[src/rtl/audio_rec_pkg.sv]
// Shared types and default constants for the audio record/playback sequencer.
package audio_rec_pkg;

  // Sequencer state, encoded as seen on the state output.
  typedef enum logic [1:0] {
    ST_IDLE = 2'd0,
    ST_REC  = 2'd1,
    ST_PLAY = 2'd2
  } state_t;

  // 100 MHz system clock, 8 kHz sample rate, 128 Ki x 8-bit sample memory.
  localparam int DIV_DEF    = 12500;
  localparam int ADDR_W_DEF = 17;
  localparam int DATA_W_DEF = 8;

endpackage

[src/rtl/audio_rec_ctrl_sample_tick_gen.sv]
// sample_tick_gen: free-running 0..DIV-1 counter producing a one-cycle tick
// at count DIV-1. clr_i or a low en_i hold the count at 0.
module sample_tick_gen
  import audio_rec_pkg::*;
#(
  parameter int DIV = DIV_DEF
) (
  input  logic clk,
  input  logic reset,
  input  logic clr_i,
  input  logic en_i,
  output logic tick_o
);

  localparam int CNT_W = (DIV > 1) ? $clog2(DIV) : 1;
  localparam logic [CNT_W-1:0] LAST = CNT_W'(DIV - 1);

  logic [CNT_W-1:0] cnt_q, cnt_d;

  // Next count: hold at zero when cleared or idle, otherwise wrap at DIV-1.
  always_comb begin
    cnt_d = cnt_q;
    if (clr_i || !en_i) begin
      cnt_d = '0;
    end else if (cnt_q == LAST) begin
      cnt_d = '0;
    end else begin
      cnt_d = cnt_q + CNT_W'(1);
    end
  end

  // Count register.
  always_ff @(posedge clk) begin
    if (reset) begin
      cnt_q <= '0;
    end else begin
      cnt_q <= cnt_d;
    end
  end

  assign tick_o = en_i && !clr_i && (cnt_q == LAST);

endmodule

[src/rtl/audio_rec_ctrl.sv]
// audio_rec_ctrl: record/playback sequencer owning the single sample-memory
// port. Records mic samples at one per DIV cycles, replays them to PWM.
// Optional feature macro: AUDIO_REC_LOOP_EN (looped playback until stop_req).
module audio_rec_ctrl
  import audio_rec_pkg::*;
#(
  parameter int DIV    = DIV_DEF,
  parameter int ADDR_W = ADDR_W_DEF,
  parameter int DATA_W = DATA_W_DEF
) (
  input  logic              clk,
  input  logic              reset,
  input  logic              rec_req,
  input  logic              play_req,
  input  logic              stop_req,
  input  logic [DATA_W-1:0] mic_sample,
  input  logic [DATA_W-1:0] mem_rdata,
  output logic [ADDR_W-1:0] mem_addr,
  output logic              mem_we,
  output logic [DATA_W-1:0] mem_wdata,
  output logic [DATA_W-1:0] play_sample,
  output logic [1:0]        state,
  output logic [ADDR_W:0]   rec_len
);

  localparam int LEN_W = ADDR_W + 1;
  localparam logic [LEN_W-1:0] FULL_LEN = {1'b1, {ADDR_W{1'b0}}};

  state_t              state_q;
  logic [ADDR_W-1:0]   wr_ptr_q;
  logic [ADDR_W-1:0]   rd_ptr_q;
  logic [LEN_W-1:0]    rec_len_q;
  logic [DATA_W-1:0]   play_q;
  logic                tick;
  logic                last_rd;

  // The counter idles at zero, so entering REC/PLAY always starts a fresh period.
  sample_tick_gen #(
    .DIV (DIV)
  ) u_tick (
    .clk    (clk),
    .reset  (reset),
    .clr_i  (state_q == ST_IDLE),
    .en_i   (state_q != ST_IDLE),
    .tick_o (tick)
  );

  assign last_rd = ({1'b0, rd_ptr_q} == (rec_len_q - LEN_W'(1)));

  // Sequencer: request arbitration, pointer advance, length capture, playback sample.
  always_ff @(posedge clk) begin
    if (reset) begin
      state_q   <= ST_IDLE;
      wr_ptr_q  <= '0;
      rd_ptr_q  <= '0;
      rec_len_q <= '0;
      play_q    <= '0;
    end else begin
      case (state_q)
        ST_IDLE: begin
          if (rec_req) begin
            state_q  <= ST_REC;
            wr_ptr_q <= '0;
          end else if (play_req && (rec_len_q != '0)) begin
            state_q  <= ST_PLAY;
            rd_ptr_q <= '0;
          end
        end
        ST_REC: begin
          // A tick in the same cycle as stop_req is dropped, not written.
          if (stop_req) begin
            state_q   <= ST_IDLE;
            rec_len_q <= {1'b0, wr_ptr_q};
          end else if (tick) begin
            wr_ptr_q <= wr_ptr_q + ADDR_W'(1);
            if (wr_ptr_q == {ADDR_W{1'b1}}) begin
              state_q   <= ST_IDLE;
              rec_len_q <= FULL_LEN;
            end
          end
        end
        ST_PLAY: begin
          if (stop_req) begin
            state_q <= ST_IDLE;
          end else if (tick) begin
            play_q <= mem_rdata;
            if (last_rd) begin
`ifdef AUDIO_REC_LOOP_EN
              rd_ptr_q <= '0;
`else
              state_q  <= ST_IDLE;
`endif
            end else begin
              rd_ptr_q <= rd_ptr_q + ADDR_W'(1);
            end
          end
        end
        default: state_q <= ST_IDLE;
      endcase
    end
  end

  // Memory port: address follows the active pointer; the write strobe is the
  // REC tick itself so data and strobe land in the same cycle.
  always_comb begin
    mem_addr = '0;
    case (state_q)
      ST_REC:  mem_addr = wr_ptr_q;
      ST_PLAY: mem_addr = rd_ptr_q;
      default: mem_addr = '0;
    endcase
    mem_we    = (state_q == ST_REC) && tick && !stop_req;
    mem_wdata = mem_we ? mic_sample : '0;
  end

  assign play_sample = play_q;
  assign state       = state_q;
  assign rec_len     = rec_len_q;

endmodule

[config.mk]
export PLATFORM = sky130hd
export DESIGN_NAME = audio_rec_ctrl
export DESIGN_NICKNAME = d
export VERILOG_FILES = /design/src/rtl/audio_rec_pkg.sv /design/src/rtl/audio_rec_ctrl_sample_tick_gen.sv /design/src/rtl/audio_rec_ctrl.sv
export SDC_FILE = /design/constraint.sdc
export NUM_CORES = 1
export LEC_CHECK = 0
export BUFFER_PORTS_ARGS = -buffer_cell sky130_fd_sc_hd__buf_2
export CELL_PAD_IN_SITES_DETAIL_PLACEMENT = 0
export CELL_PAD_IN_SITES_GLOBAL_PLACEMENT = 1
export CORE_UTILIZATION = 45
export CTS_CLUSTER_DIAMETER = 80
export DETAILED_ROUTE_END_ITERATION = 7
export PLACE_DENSITY_LB_ADDON = 0.1
export RECOVER_POWER = 50
export SLEW_MARGIN = 20
export SYNTH_ARGS = -nofsm -noshare
export SYNTH_HDL_FRONTEND = slang
export SYNTH_HIERARCHICAL = 1
export SYNTH_SLANG_ARGS = --single-unit
[constraint.sdc]
create_clock -name clk -period 8.42 [get_ports clk]
set_input_delay 0.842 -clock clk [delete_from_list [all_inputs] [get_ports clk]]
set_output_delay 0.842 -clock clk [all_outputs]
set_load 0.1 [all_outputs]
==> reports/qor.tcl, run 1 <==
set qor(outcome) {finished clean}
set qor(design.core.area_um2) 9280
set qor(whs_ns) 0.476
set qor(syn-cell-area_um2) 4320
set qor(synth.lib_cells_used.distinct) 58
set qor(initial_core_util_pct) 46.5
set qor(fmax_achieved_mhz) 267
set qor(die-height_um) 99.9
set qor(finish.net_count) 607
set qor(wl_per_cell_um) 16.3
set qor(vias_in_the_first_global_route) 3687
set qor(setup.reg_to_reg.worst_slack_ns) 4.80
set qor(clockBufferDepth) 2
set qor(critical_path.cell_chain) {or4b_1, nor4_1, and3b_1, and3b_1, and2_1, buf_2}
set qor(drt_iter0_markers) 298
set qor(met1_demand_to_capacity_share_in_global_routing_pct) 32.5
set qor(io_buffers) 74
set qor(fraction_of_registers_with_async_set_reset_pct) 0
set qor(cts_root_buffer) {clkbuf_8}
set qor(worstSetupEndpointType) {output pin}
set qor(antenna_cells_inserted) 0
set qor(finalHoldViolations) 0
set qor(num_vias) 4040
set qor(place_hpwl_um) 8360
set qor(cts_made_buffers) 9
set qor(htreeDepth) 3
set qor(row_count) 35
set qor(critical_path_cell_with_the_highest_stage_delay) {or4b_1}
set qor(setup_total_negative_slack_ns) 0
set qor(drtAntennaViolNets) 0
set qor(io-pin-count) 75
set qor(synthDominantCellAreaShare_pct) 35.2
set qor(sequential_element_share_of_the_synthesized_area_pct) 35.2
set qor(globalRouteTotalUtil_pct) 24.0
set qor(post_synth_inst_count) 521
set qor(max_cap_violations) 0
set qor(number_of_enable_type_register_cells_in_the_synthesized_netlist) 0
set qor(clk_pin_slew_ns) 0.07
set qor(critPathMaxStageDelay_ns) 0.53
set qor(cp.arrival_ns) 2.90
set qor(grtUsageMet3_pct) 4.81
set qor(worst_slew_margin_relative_to_its_limit_pct) 20.7
set qor(dieArea_um2) 9990
set qor(area_growth_syn_to_layout_pct) 12.5
set qor(timing.critical_path.max_delay_family) {simple AND/OR/NAND/NOR gates}
set qor(p_leak_nw) 1.86
set qor(yosys_warnings) 6
set qor(power.density_nw_per_um2) 140
set qor(post_cts_buffers) 0
set qor(syn-num-nets) 550
set qor(dieWidth_um) 99.9
set qor(min_period_ns) 3.74
set qor(tritoncts) {built}
set qor(post-synth-top-count-cell) {dfxtp_1}
set qor(totalWireLength_um) 11600
set qor(timing.final.setup_violations) 0
set qor(cp_max_fo) 11
set qor(clock_skew_ns) 0.00733
set qor(vdd_ir_drop_max_mv) 0.108
set qor(period_share_pct) 44.4
set qor(timing.hold.worst.class) {reg2reg}
set qor(gp_congestion) 0.896
set qor(cts-resized-gates) 0
set qor(grt_first_pass_wirelength_um) 18700
set qor(wp_data_required_ns) 7.58
set qor(antenna_found_initial) 0
set qor(synth_largest_area_cell) {dfxtp_1}
set qor(grt_setup_unrepaired) {no}
set qor(first_pass_iters) 5
set qor(post-route-drc-count) 0
set qor(maxSlewViolCount) 0
set qor(grt_max_degree) 33
set qor(dpl-instance-area_um2) 4720
set qor(synth.area.top_cells) {dfxtp_1 35%, nor2_1 6.3%, a22oi_1 6.1%, xnor2_1 4.9%, xor2_1 4.3%}
set qor(grt.overflow.total) 0
set qor(clk_latency_ns) 0.35
set qor(met2_usage_pct) 37.9
set qor(top_usage_layer) {met2}
set qor(netlist_top_cells_count) {76 x dfxtp_1, 72 x nor2_1, 35 x a22oi_1}
set qor(clkSinkCount) 76
set qor(yosys_register_bits) 76
set qor(timing_worst_slew_pin_value_ns) 1.19
set qor(crit_top_cell) {and3b_1}
set qor(totalPowerFinal_mw) 0.679
set qor(synth_ff_type) {dfxtp_1}
set qor(worst-path-buf-inv) 1
set qor(drt-vias-per-instance) 5.67
set qor(start_kind) {flop}
set qor(holdBufCountCts) 0
set qor(postSynthAreaPerCell_um2) 8.29
set qor(worst-setup-path-type) {reg2out}
set qor(cell_area_after_layout_um2) 4850
set qor(final_layout_size_suffix_gt1_share_pct) 12.7
## through the flow
stage	setup slack, ns	std cells	utilization [%]
4_1_cts	4.65	712	52.6
3_5_place_dp	4.79	696	50.9
3_3_place_gp	4.92	696	50.9
6_report	4.68	712	52.3
5_1_grt	4.40	712	52.3
2_1_floorplan	3.80	521	-
## metal layers
metal,vias to the layer above,wire length [um],share of wire (%)
met5,-,0,0
met4,0,193,1.7
met3,16,698,6.0
met2,109,5240,45
met1,1937,5450,47
li1,1978,-,-
## power by group
part,leakage (nW),switching (mW),internal [mW]
registers,0.612,0.00318,0.362
logic,1.16,0.0486,0.0225
clock network,0.0844,0.129,0.115
## final timing paths
check,from,depth (start not counted),end
worst max-delay path,u_tick/cnt_q[8]$_SDFF_PP0_,6,mem_wdata[0]
worst max register to register,rec_len[0]$_SDFFE_PP0P_,10,rd_ptr_q[4]$_SDFFE_PP0P_
worst min-delay path,u_tick/cnt_q[0]$_SDFF_PP0_,1,u_tick/cnt_q[0]$_SDFF_PP0_
worst min register to register,u_tick/cnt_q[0]$_SDFF_PP0_,1,u_tick/cnt_q[0]$_SDFF_PP0_
## kinds of logic after synthesis
kind of cell / share of synthesized area, %
adders and majority gates: 2.32
muxes: 3.51
xor gates and xnor gates: 9.13
DFF: 35.2
AOI/OAI and AO/OA: 16.8
and+or+nand+nor: 28.3
buffers and inverters: 4.61
## worst reg2reg max path, cell delays in order, from the launching register on
cell and delay (ns):
dfxtp_1 0.39, inv_1 0.09, ha_1 0.28, or3b_2 0.56, nor4_4 0.23, mux2_2 0.38, mux2i_1 0.12, o21ai_0 0.16
a31oi_1 0.91, a21oi_1 0.15, a31o_2 0.26
## cell type report
| cell class | count | area, um2 |
|---|---|---|
| fillers | 942 | 4430 |
| multi-input cells | 401 | 2610 |
| flip-flops and latches | 76 | 1520 |
| repair buffers | 76 | 350 |
| well taps | 129 | 161 |
| clock buffers | 14 | 153 |
| inverters | 14 | 52.6 |
| clock inverters | 2 | 10.0 |
## layout by cell type, fill, tap and decap left out, types with 3 or more instances in the layout
cell,Yosys,final
nand2_1,29,29
xnor2_1,24,24
nand4_1,9,9
nor3_1,11,11
nand3_1,20,20
buf_2,2,46
and2_1,13,13
nor2b_1,20,20
clkbuf_8,0,10
mux2i_1,14,14
clkbuf_1,24,32
o21ai_0,11,11
a21oi_1,14,14
or3_1,6,6
o21a_1,3,3
inv_1,14,14
or4b_1,5,5
and3_1,13,13
nand2b_1,4,4
a211oi_1,6,6
xor2_1,21,21
a31oi_1,4,3
ha_1,8,8
or4_1,5,5
a31o_2,3,3
o22ai_1,7,7
nor2_1,72,72
dfxtp_1,76,76
nor4_1,7,7
o31ai_1,5,4
a22oi_1,35,35
## flip-flops by register name, indices dropped and copies added, names as in the netlist
| signal | flops |
|---|---|
| play_sample | 8 |
| wr_ptr_q | 17 |
| rd_ptr_q | 17 |
| state | 2 |
| rec_len | 18 |
| u_tick/cnt_q | 14 |
(Power assumes the default switching activity.)
==> inputs of run 2 (changes only) <==
--- a/config.mk
+++ b/config.mk
@@ -8,7 +8,7 @@
 export BUFFER_PORTS_ARGS = -buffer_cell sky130_fd_sc_hd__buf_2
 export CELL_PAD_IN_SITES_DETAIL_PLACEMENT = 0
 export CELL_PAD_IN_SITES_GLOBAL_PLACEMENT = 1
-export CORE_UTILIZATION = 45
+export CORE_UTILIZATION = 42
 export CTS_CLUSTER_DIAMETER = 80
 export DETAILED_ROUTE_END_ITERATION = 7
 export PLACE_DENSITY_LB_ADDON = 0.1
==> constraint.sdc (replaced) <==
create_clock -name clk -period 3.9 [get_ports clk]
set_input_delay 0.39 -clock clk [delete_from_list [all_inputs] [get_ports clk]]
set_output_delay 0.39 -clock clk [all_outputs]
set_load 0.1 [all_outputs]
==> run 2 against run 1 <==
Net effect:
- combinational power is 130% higher
- non-clock buffer count is 6 higher
- sequential power is 120% higher
- largest cell class unchanged
- via count is 1.0% higher
- cell count is 1.4% higher
- power is 130% higher
- critical path depth is 4 higher
- wire length is 3.0% higher
==> reports/qor.tcl, run 2 (same netlist as run 1, synthesis figures left out) <==
set qor(tritoncts) {built}
set qor(cts_root_buffer) {clkbuf_8}
set qor(start_kind) {flop}
set qor(timing.hold.worst.class) {in2reg}
set qor(totalPowerFinal_mw) 1.57 ;# +130%
set qor(dieArea_um2) 10700 ;# +7.0%
set qor(critical_path.cell_chain) {inv_1, ha_1, or3b_2, nor4_4, mux2_2, mux2i_1, o21ai_0, a31o_1, or4_1, mux2i_1}
set qor(row_count) 36 ;# +2.9%
set qor(gp_congestion) 0.917 ;# +2.4%
set qor(antenna_cells_inserted) 0 ;# unchanged
set qor(worstSetupEndpointType) {flop}
set qor(grt_max_degree) 33 ;# unchanged
set qor(maxSlewViolCount) 0 ;# unchanged
set qor(first_pass_iters) 5 ;# unchanged
set qor(io-pin-count) 75 ;# unchanged
set qor(max_cap_violations) 0 ;# unchanged
set qor(critPathMaxStageDelay_ns) 0.59 ;# +0.06 ns
set qor(globalRouteTotalUtil_pct) 23.4 ;# -0.65 points
set qor(antenna_found_initial) 0 ;# unchanged
set qor(htreeDepth) 3 ;# unchanged
set qor(p_leak_nw) 1.83 ;# -1.5%
set qor(cp_max_fo) 12 ;# +1
set qor(layout_common_cells) {76 x dfxtp_1, 72 x nor2_1, 46 x clkbuf_1, 35 x a22oi_1}
set qor(critical_path_cell_with_the_highest_stage_delay) {or4_1}
set qor(worst-setup-path-type) {reg2reg}
set qor(final_layout_size_suffix_gt1_share_pct) 11.2 ;# -1.5 points
set qor(vdd_ir_drop_max_mv) 0.234 ;# +120%
set qor(dieWidth_um) 103 ;# +3.4%
set qor(cell_area_after_layout_um2) 4920 ;# +1.4%
set qor(timing.final.setup_violations) 0 ;# unchanged
set qor(most_common_library_cell_in_the_layout_ignoring_fill_and_taps) {dfxtp_1}
set qor(die-height_um) 103 ;# +3.4%
set qor(power.density_nw_per_um2) 318 ;# +130%
set qor(fillerInstances) 984 ;# +4.5%
set qor(initial_core_util_pct) 43.8 ;# -2.7 points
set qor(crit_top_cell) {mux2i_1}
set qor(io_buffers) 74 ;# unchanged
set qor(clock_skew_ns) 0.00995 ;# +0.00262 ns
set qor(post_cts_buffers) 0 ;# unchanged
set qor(finalHoldViolations) 0 ;# unchanged
set qor(dpl-instance-area_um2) 4770 ;# +1.1%
set qor(grt_setup_unrepaired) {no}
set qor(drt_iter0_markers) 288 ;# -3.4%
set qor(wp_data_required_ns) 4.15 ;# -3.43 ns
set qor(clk_pin_slew_ns) 0.08 ;# about the same
set qor(grt.overflow.total) 0 ;# unchanged
set qor(totalWireLength_um) 11900 ;# +3.0%
set qor(grt_first_pass_wirelength_um) 18900 ;# +0.62%
set qor(cp.arrival_ns) 3.72 ;# +0.82 ns
set qor(clkSinkCount) 76 ;# unchanged
set qor(fmax_achieved_mhz) 288
set qor(outcome) {finished clean}
set qor(min_period_ns) 3.47
set qor(setup_total_negative_slack_ns) 0 ;# unchanged
set qor(wl_per_cell_um) 16.5 ;# +1.5%
set qor(area_growth_syn_to_layout_pct) 14.1
set qor(post-route-drc-count) 0 ;# unchanged
set qor(period_share_pct) 88.9
set qor(drtAntennaViolNets) 0 ;# unchanged
set qor(clockBufferDepth) 2 ;# unchanged
set qor(timing_worst_slew_pin_value_ns) 1.24 ;# +0.0462 ns
set qor(largest_register_ffs) 18 ;# unchanged
set qor(worst_slew_margin_relative_to_its_limit_pct) 17.6 ;# -3.1 points
set qor(holdBufCountCts) 0 ;# unchanged
set qor(finish.net_count) 613 ;# +0.99%
set qor(num_vias) 4081 ;# +1.0%
set qor(place_hpwl_um) 8640 ;# +3.4%
set qor(cts_made_buffers) 9 ;# unchanged
set qor(cts-resized-gates) 0 ;# unchanged
set qor(clk_latency_ns) 0.35 ;# about the same
set qor(vias_in_the_first_global_route) 3744 ;# +1.5%
set qor(design.core.area_um2) 9860 ;# +6.3%
set qor(drt-vias-per-instance) 5.65 ;# -0.38%
[run 2: changes by cell type in the layout (fill, tap and decap cells not counted), sizes merged]
cell      change
clkbuf       +15
buf          -11
bufinv        +1
clkinvlp      +1
[run 2: final timing paths]
kind         cells after the start  slack (ns)                           to                       start
max                             10        0.43    rd_ptr_q[16]$_SDFFE_PP0P_     rec_len[0]$_SDFFE_PP0P_
max reg2reg                     10        0.43    rd_ptr_q[16]$_SDFFE_PP0P_     rec_len[0]$_SDFFE_PP0P_
min                              3        0.26  play_sample[6]$_SDFFE_PP0P_                mem_rdata[6]
min reg2reg                      1        0.47   u_tick/cnt_q[0]$_SDFF_PP0_  u_tick/cnt_q[0]$_SDFF_PP0_
[run 2: worst max-delay path, delay by kind of cell (launching register included)]
kind            cells  cell delay, ns
flops               1            0.39
fa+ha+maj           1            0.29
compound gates      2            0.58
buf+inv             1            0.09
simple gates        3            1.40
mux                 3            0.63
[run 2: stage by stage]
stage | setup slack, ns | hold slack, ns | util (%) | cells
after floorplan | 0.188 | 0.439 | - | 521
final | 0.431 | 0.264 | 49.9 | 722
after detailed placement | 0.297 | 0.458 | 48.4 | 706
after global routing | 0.233 | 0.275 | 49.9 | 722
after CTS | 0.248 | 0.246 | 50.4 | 722
after global placement | 0.329 | 0.451 | 48.4 | 706
[run 2: metal layers]
layer	share of wire (%)	GRT usage [%]
met1	45	31.4
met2	47	37.3
met3	5.5	4.23
met4	2.2	8.67
met5	0	0
[run 2: where the power goes]
part           switching, mW  total [mW]  internal, mW  leakage (nW)
registers            0.00657       0.787         0.780         0.612
clock network          0.292       0.621         0.329         0.102
logic                  0.107       0.160        0.0526          1.11
total                  0.406        1.57          1.16          1.83
[run 2: cell type report]
type / count / area (um2) / area share (%)
Multi-Input combinational cell: 401 / 2610 / 52.9
Sequential cell: 76 / 1520 / 30.9
Timing Repair Buffer: 82 / 374 / 7.60
Tap cell: 133 / 166 / 3.38
Clock buffer: 12 / 155 / 3.15
Inverter: 14 / 52.6 / 1.07
Clock inverter: 4 / 47.5 / 0.966
==> inputs of run 3 (changes only) <==
--- a/config.mk
+++ b/config.mk
@@ -5,10 +5,11 @@
 export SDC_FILE = /design/constraint.sdc
 export NUM_CORES = 1
 export LEC_CHECK = 0
+export ABC_AREA = 1
 export BUFFER_PORTS_ARGS = -buffer_cell sky130_fd_sc_hd__buf_2
 export CELL_PAD_IN_SITES_DETAIL_PLACEMENT = 0
 export CELL_PAD_IN_SITES_GLOBAL_PLACEMENT = 1
-export CORE_UTILIZATION = 42
+export CORE_UTILIZATION = 40
 export CTS_CLUSTER_DIAMETER = 80
 export DETAILED_ROUTE_END_ITERATION = 7
 export PLACE_DENSITY_LB_ADDON = 0.1
==> run 3 against run 2 <==
Net effect:
- cell area grew 20%
- setup slack gained 0.039 ns
- clock power increased by 44%
- critical endpoint is now mem_addr[11]
- largest cell class unchanged
==> reports/qor.tcl, run 3 <==
set qor(syn-num-nets) 853 ;# +55%
set qor(holdBufCountCts) 0 ;# unchanged
set qor(critPathMaxStageDelay_ns) 0.89 ;# +0.30 ns
set qor(timing.final.setup_violations) 0 ;# unchanged
set qor(post-route-drc-count) 0 ;# unchanged
set qor(dieWidth_um) 115 ;# +11%
set qor(globalRouteTotalUtil_pct) 24.3 ;# +0.88 points
set qor(p_leak_nw) 2.26 ;# +24%
set qor(clk_pin_slew_ns) 0.06 ;# -0.02 ns
set qor(clkPwrFrac_pct) 34.7 ;# -4.9 points
set qor(fraction_of_registers_with_async_set_reset_pct) 0 ;# unchanged
set qor(setup_total_negative_slack_ns) 0 ;# unchanged
set qor(power.density_nw_per_um2) 438 ;# +38%
set qor(synth.lib_cells_used.distinct) 38 ;# -34%
set qor(htreeDepth) 3 ;# unchanged
set qor(antenna_found_initial) 0 ;# unchanged
set qor(design.core.area_um2) 12200 ;# +24%
set qor(syn-cell-area_um2) 5090 ;# +18%
set qor(combinationalPowerShare_pct) 32.7 ;# +23 points
set qor(totalPowerFinal_mw) 2.58 ;# +65%
set qor(grt_setup_unrepaired) {no}
set qor(initial_core_util_pct) 41.6 ;# -2.1 points
set qor(max_cap_violations) 0 ;# unchanged
set qor(critical_path.cell_chain) {inv_1, ha_1, clkbuf_1, nand2_1, a21oi_1, clkbuf_1}
set qor(num_vias) 5380 ;# +32%
set qor(start_kind) {flop}
set qor(outcome) {finished clean}
set qor(period_share_pct) 88.0 ;# -0.99 points
set qor(min_period_ns) 3.43 ;# -0.0387 ns
set qor(finish.cell_count_without_fillers) 1061 ;# +47%
set qor(drt_iter0_markers) 353 ;# +23%
set qor(area_growth_syn_to_layout_pct) 15.8
set qor(place_hpwl_um) 12000 ;# +39%
set qor(timing_worst_slew_pin_value_ns) 1.25 ;# +0.00885 ns
set qor(number_of_enable_type_register_cells_in_the_synthesized_netlist) 0 ;# unchanged
set qor(timing.hold.worst.class) {in2reg}
set qor(wp_data_required_ns) 3.51 ;# -0.64 ns
set qor(fmax_achieved_mhz) 292 ;# +1.1%
set qor(crit_top_cell) {clkbuf_1}
set qor(clockBufferDepth) 2 ;# unchanged
set qor(tritoncts) {built}
set qor(drtAntennaViolNets) 0 ;# unchanged
set qor(cp.arrival_ns) 3.04 ;# -0.68 ns
set qor(switching_share_pct) 39.9 ;# +14 points
set qor(worst_slew_margin_relative_to_its_limit_pct) 17.0 ;# -0.59 points
set qor(most_common_library_cell_in_the_layout_ignoring_fill_and_taps) {nand2_1}
set qor(post-route-worst-setup-slack_ns) 0.470 ;# +0.0387 ns
set qor(cts-resized-gates) 0 ;# unchanged
set qor(grt.overflow.total) 0 ;# unchanged
set qor(yosys_warnings) 6 ;# unchanged
set qor(io-pin-count) 75 ;# unchanged
set qor(layout_common_cells) {256 x nand2_1, 96 x nor2_1, 85 x inv_1, 80 x a21oi_1, 76 x dfxtp_1}
set qor(netlist_top_cells_count) {255 x nand2_1, 105 x nor2_1, 85 x inv_1}
set qor(sequential_element_share_of_the_synthesized_area_pct) 29.9 ;# -5.3 points
set qor(final_core_utilization_pct) 48.2 ;# -1.7 points
set qor(finalHoldViolations) 0 ;# unchanged
set qor(antenna_cells_inserted) 0 ;# unchanged
set qor(io_buffers) 74 ;# unchanged
set qor(grt_max_degree) 39 ;# +18%
set qor(vdd_ir_drop_max_mv) 0.376 ;# +61%
set qor(die-height_um) 115 ;# +11%
set qor(place_worst_setup_slack_ns) 0.807 ;# +0.509 ns
set qor(first_pass_iters) 5 ;# unchanged
set qor(switching_pwr_mw) 1.03 ;# +150%
set qor(synth.area.top_cells) {dfxtp_1 30%, nand2_1 19%, a21oi_1 7.9%, nor2_1 7.7%, nand3_1 6.4%}
set qor(yosys_register_bits) 76 ;# unchanged
set qor(cell_area_after_layout_um2) 5890 ;# +20%
set qor(cts_made_buffers) 9 ;# unchanged
set qor(postSynthAreaPerCell_um2) 6.17 ;# -26%
set qor(largest_register_ffs) 18 ;# unchanged
set qor(worstSetupEndpointType) {output pin}
set qor(intPower_mw) 1.55 ;# +33%
set qor(wl_per_cell_um) 14.4 ;# -13%
set qor(synth_ff_type) {dfxtp_1}
set qor(drt-vias-per-instance) 5.07 ;# -10%
set qor(cp_max_fo) 20 ;# +8
set qor(post-synth-top-count-cell) {nand2_1}
set qor(p_seq_share_pct) 32.6 ;# -18 points
set qor(dieArea_um2) 13200 ;# +23%
set qor(dpl-instance-area_um2) 5630 ;# +18%
set qor(grt_first_pass_wirelength_um) 24600 ;# +30%
set qor(finish.net_count) 917 ;# +50%
set qor(clkSinkCount) 76 ;# unchanged
set qor(vias_in_the_first_global_route) 4826 ;# +29%
set qor(clk_latency_ns) 0.35 ;# about the same
set qor(gp_congestion) 0.909 ;# -0.86%
set qor(post_synth_inst_count) 824 ;# +58%
set qor(maxSlewViolCount) 0 ;# unchanged
set qor(numPlacedInstances) 1045 ;# +48%
set qor(critical_path_cell_with_the_highest_stage_delay) {clkbuf_1}
set qor(final_layout_size_suffix_gt1_share_pct) 11.4 ;# +0.22 points
set qor(cts_root_buffer) {clkbuf_16}
set qor(row_count) 40 ;# +11%
set qor(worst-setup-path-type) {reg2out}
set qor(clock_skew_ns) 0.00621 ;# -0.00373 ns
set qor(totalWireLength_um) 15300 ;# +28%
set qor(whs_ns) 0.314 ;# +0.0498 ns
set qor(synthDominantCellAreaShare_pct) 29.9 ;# -5.3 points
set qor(synth_largest_area_cell) {dfxtp_1}
set qor(post_cts_buffers) 0 ;# unchanged
==> run 3: cell count changes in the layout (fill, tap and decap cells not counted), moves of 20 or more <==
cell	previous run	this run
a21oi_1	14	80
a22oi_1	35	0
inv_1	14	85
nand2_1	29	256
nand3_1	20	65
nor2_1	72	96
nor2_4	0	21
nor2b_1	20	0
==> run 3: critical path, delay by kind of cell, from the launching register on <==
kind / cells / cell delay [ns]
AO/OA/AOI/OAI: 1 / 0.21
flip-flops: 1 / 0.33
buffers and inverters: 3 / 1.74
adder cells (fa/ha/maj): 1 / 0.15
AND/OR/NAND/NOR: 1 / 0.27
==> run 3: path summary, 6_finish.rpt <==
kind	start	endpoint	slack, ns	depth (start not counted)
worst min register to register	u_tick/cnt_q[0]$_SDFF_PP0_	u_tick/cnt_q[0]$_SDFF_PP0_	0.46	1
worst max register to register	state[0]$_SDFFE_PP0P_	rd_ptr_q[1]$_SDFFE_PP0P_	0.70	12
worst min-delay path	mem_rdata[2]	play_sample[2]$_SDFFE_PP0P_	0.31	3
worst max-delay path	state[0]$_SDFFE_PP0P_	mem_addr[11]	0.47	6
==> run 3: power by group through the flow <==
stage	sequential [mW]	clock [mW]	combinational (mW)
finish	0.842	0.896	0.844
global route	0.845	0.953	0.929
CTS	0.841	0.914	0.850
detailed placement	0.857	0	0.847
global placement	0.855	0	0.838
floorplan	0.929	0	0.594
==> run 3: layout make-up <==
type / count / area [um2]
clock buffer: 13 / 280
multi-input combinational: 629 / 3150
sequential: 76 / 1520
inverter: 95 / 357
tap: 168 / 210
timing repair buffer: 77 / 334
clock inverter: 3 / 42.5
fill: 1357 / 6320
==> run 3: logic make-up (layout without fill, tap and decap cells) <==
group / count (synthesis) / count (layout) / synth area share [%]
buffers and inverters: 119 / 188 / 9.52
AOI/OAI and AO/OA: 108 / 108 / 11.5
xor gates and xnor gates: 24 / 24 / 4.28
DFF: 76 / 76 / 29.9
adders and majority gates: 8 / 8 / 1.97
and+or+nand+nor: 489 / 489 / 42.8
==> run 3: routing by layer <==
layer | up-vias | track usage [%] | wire [um]
met2 | 165 | 38.9 | 6820
li1 | 2743 | - | -
met1 | 2456 | 32.8 | 7270
met3 | 16 | 3.90 | 838
met4 | 0 | 9.35 | 345
met5 | - | 0 | 0
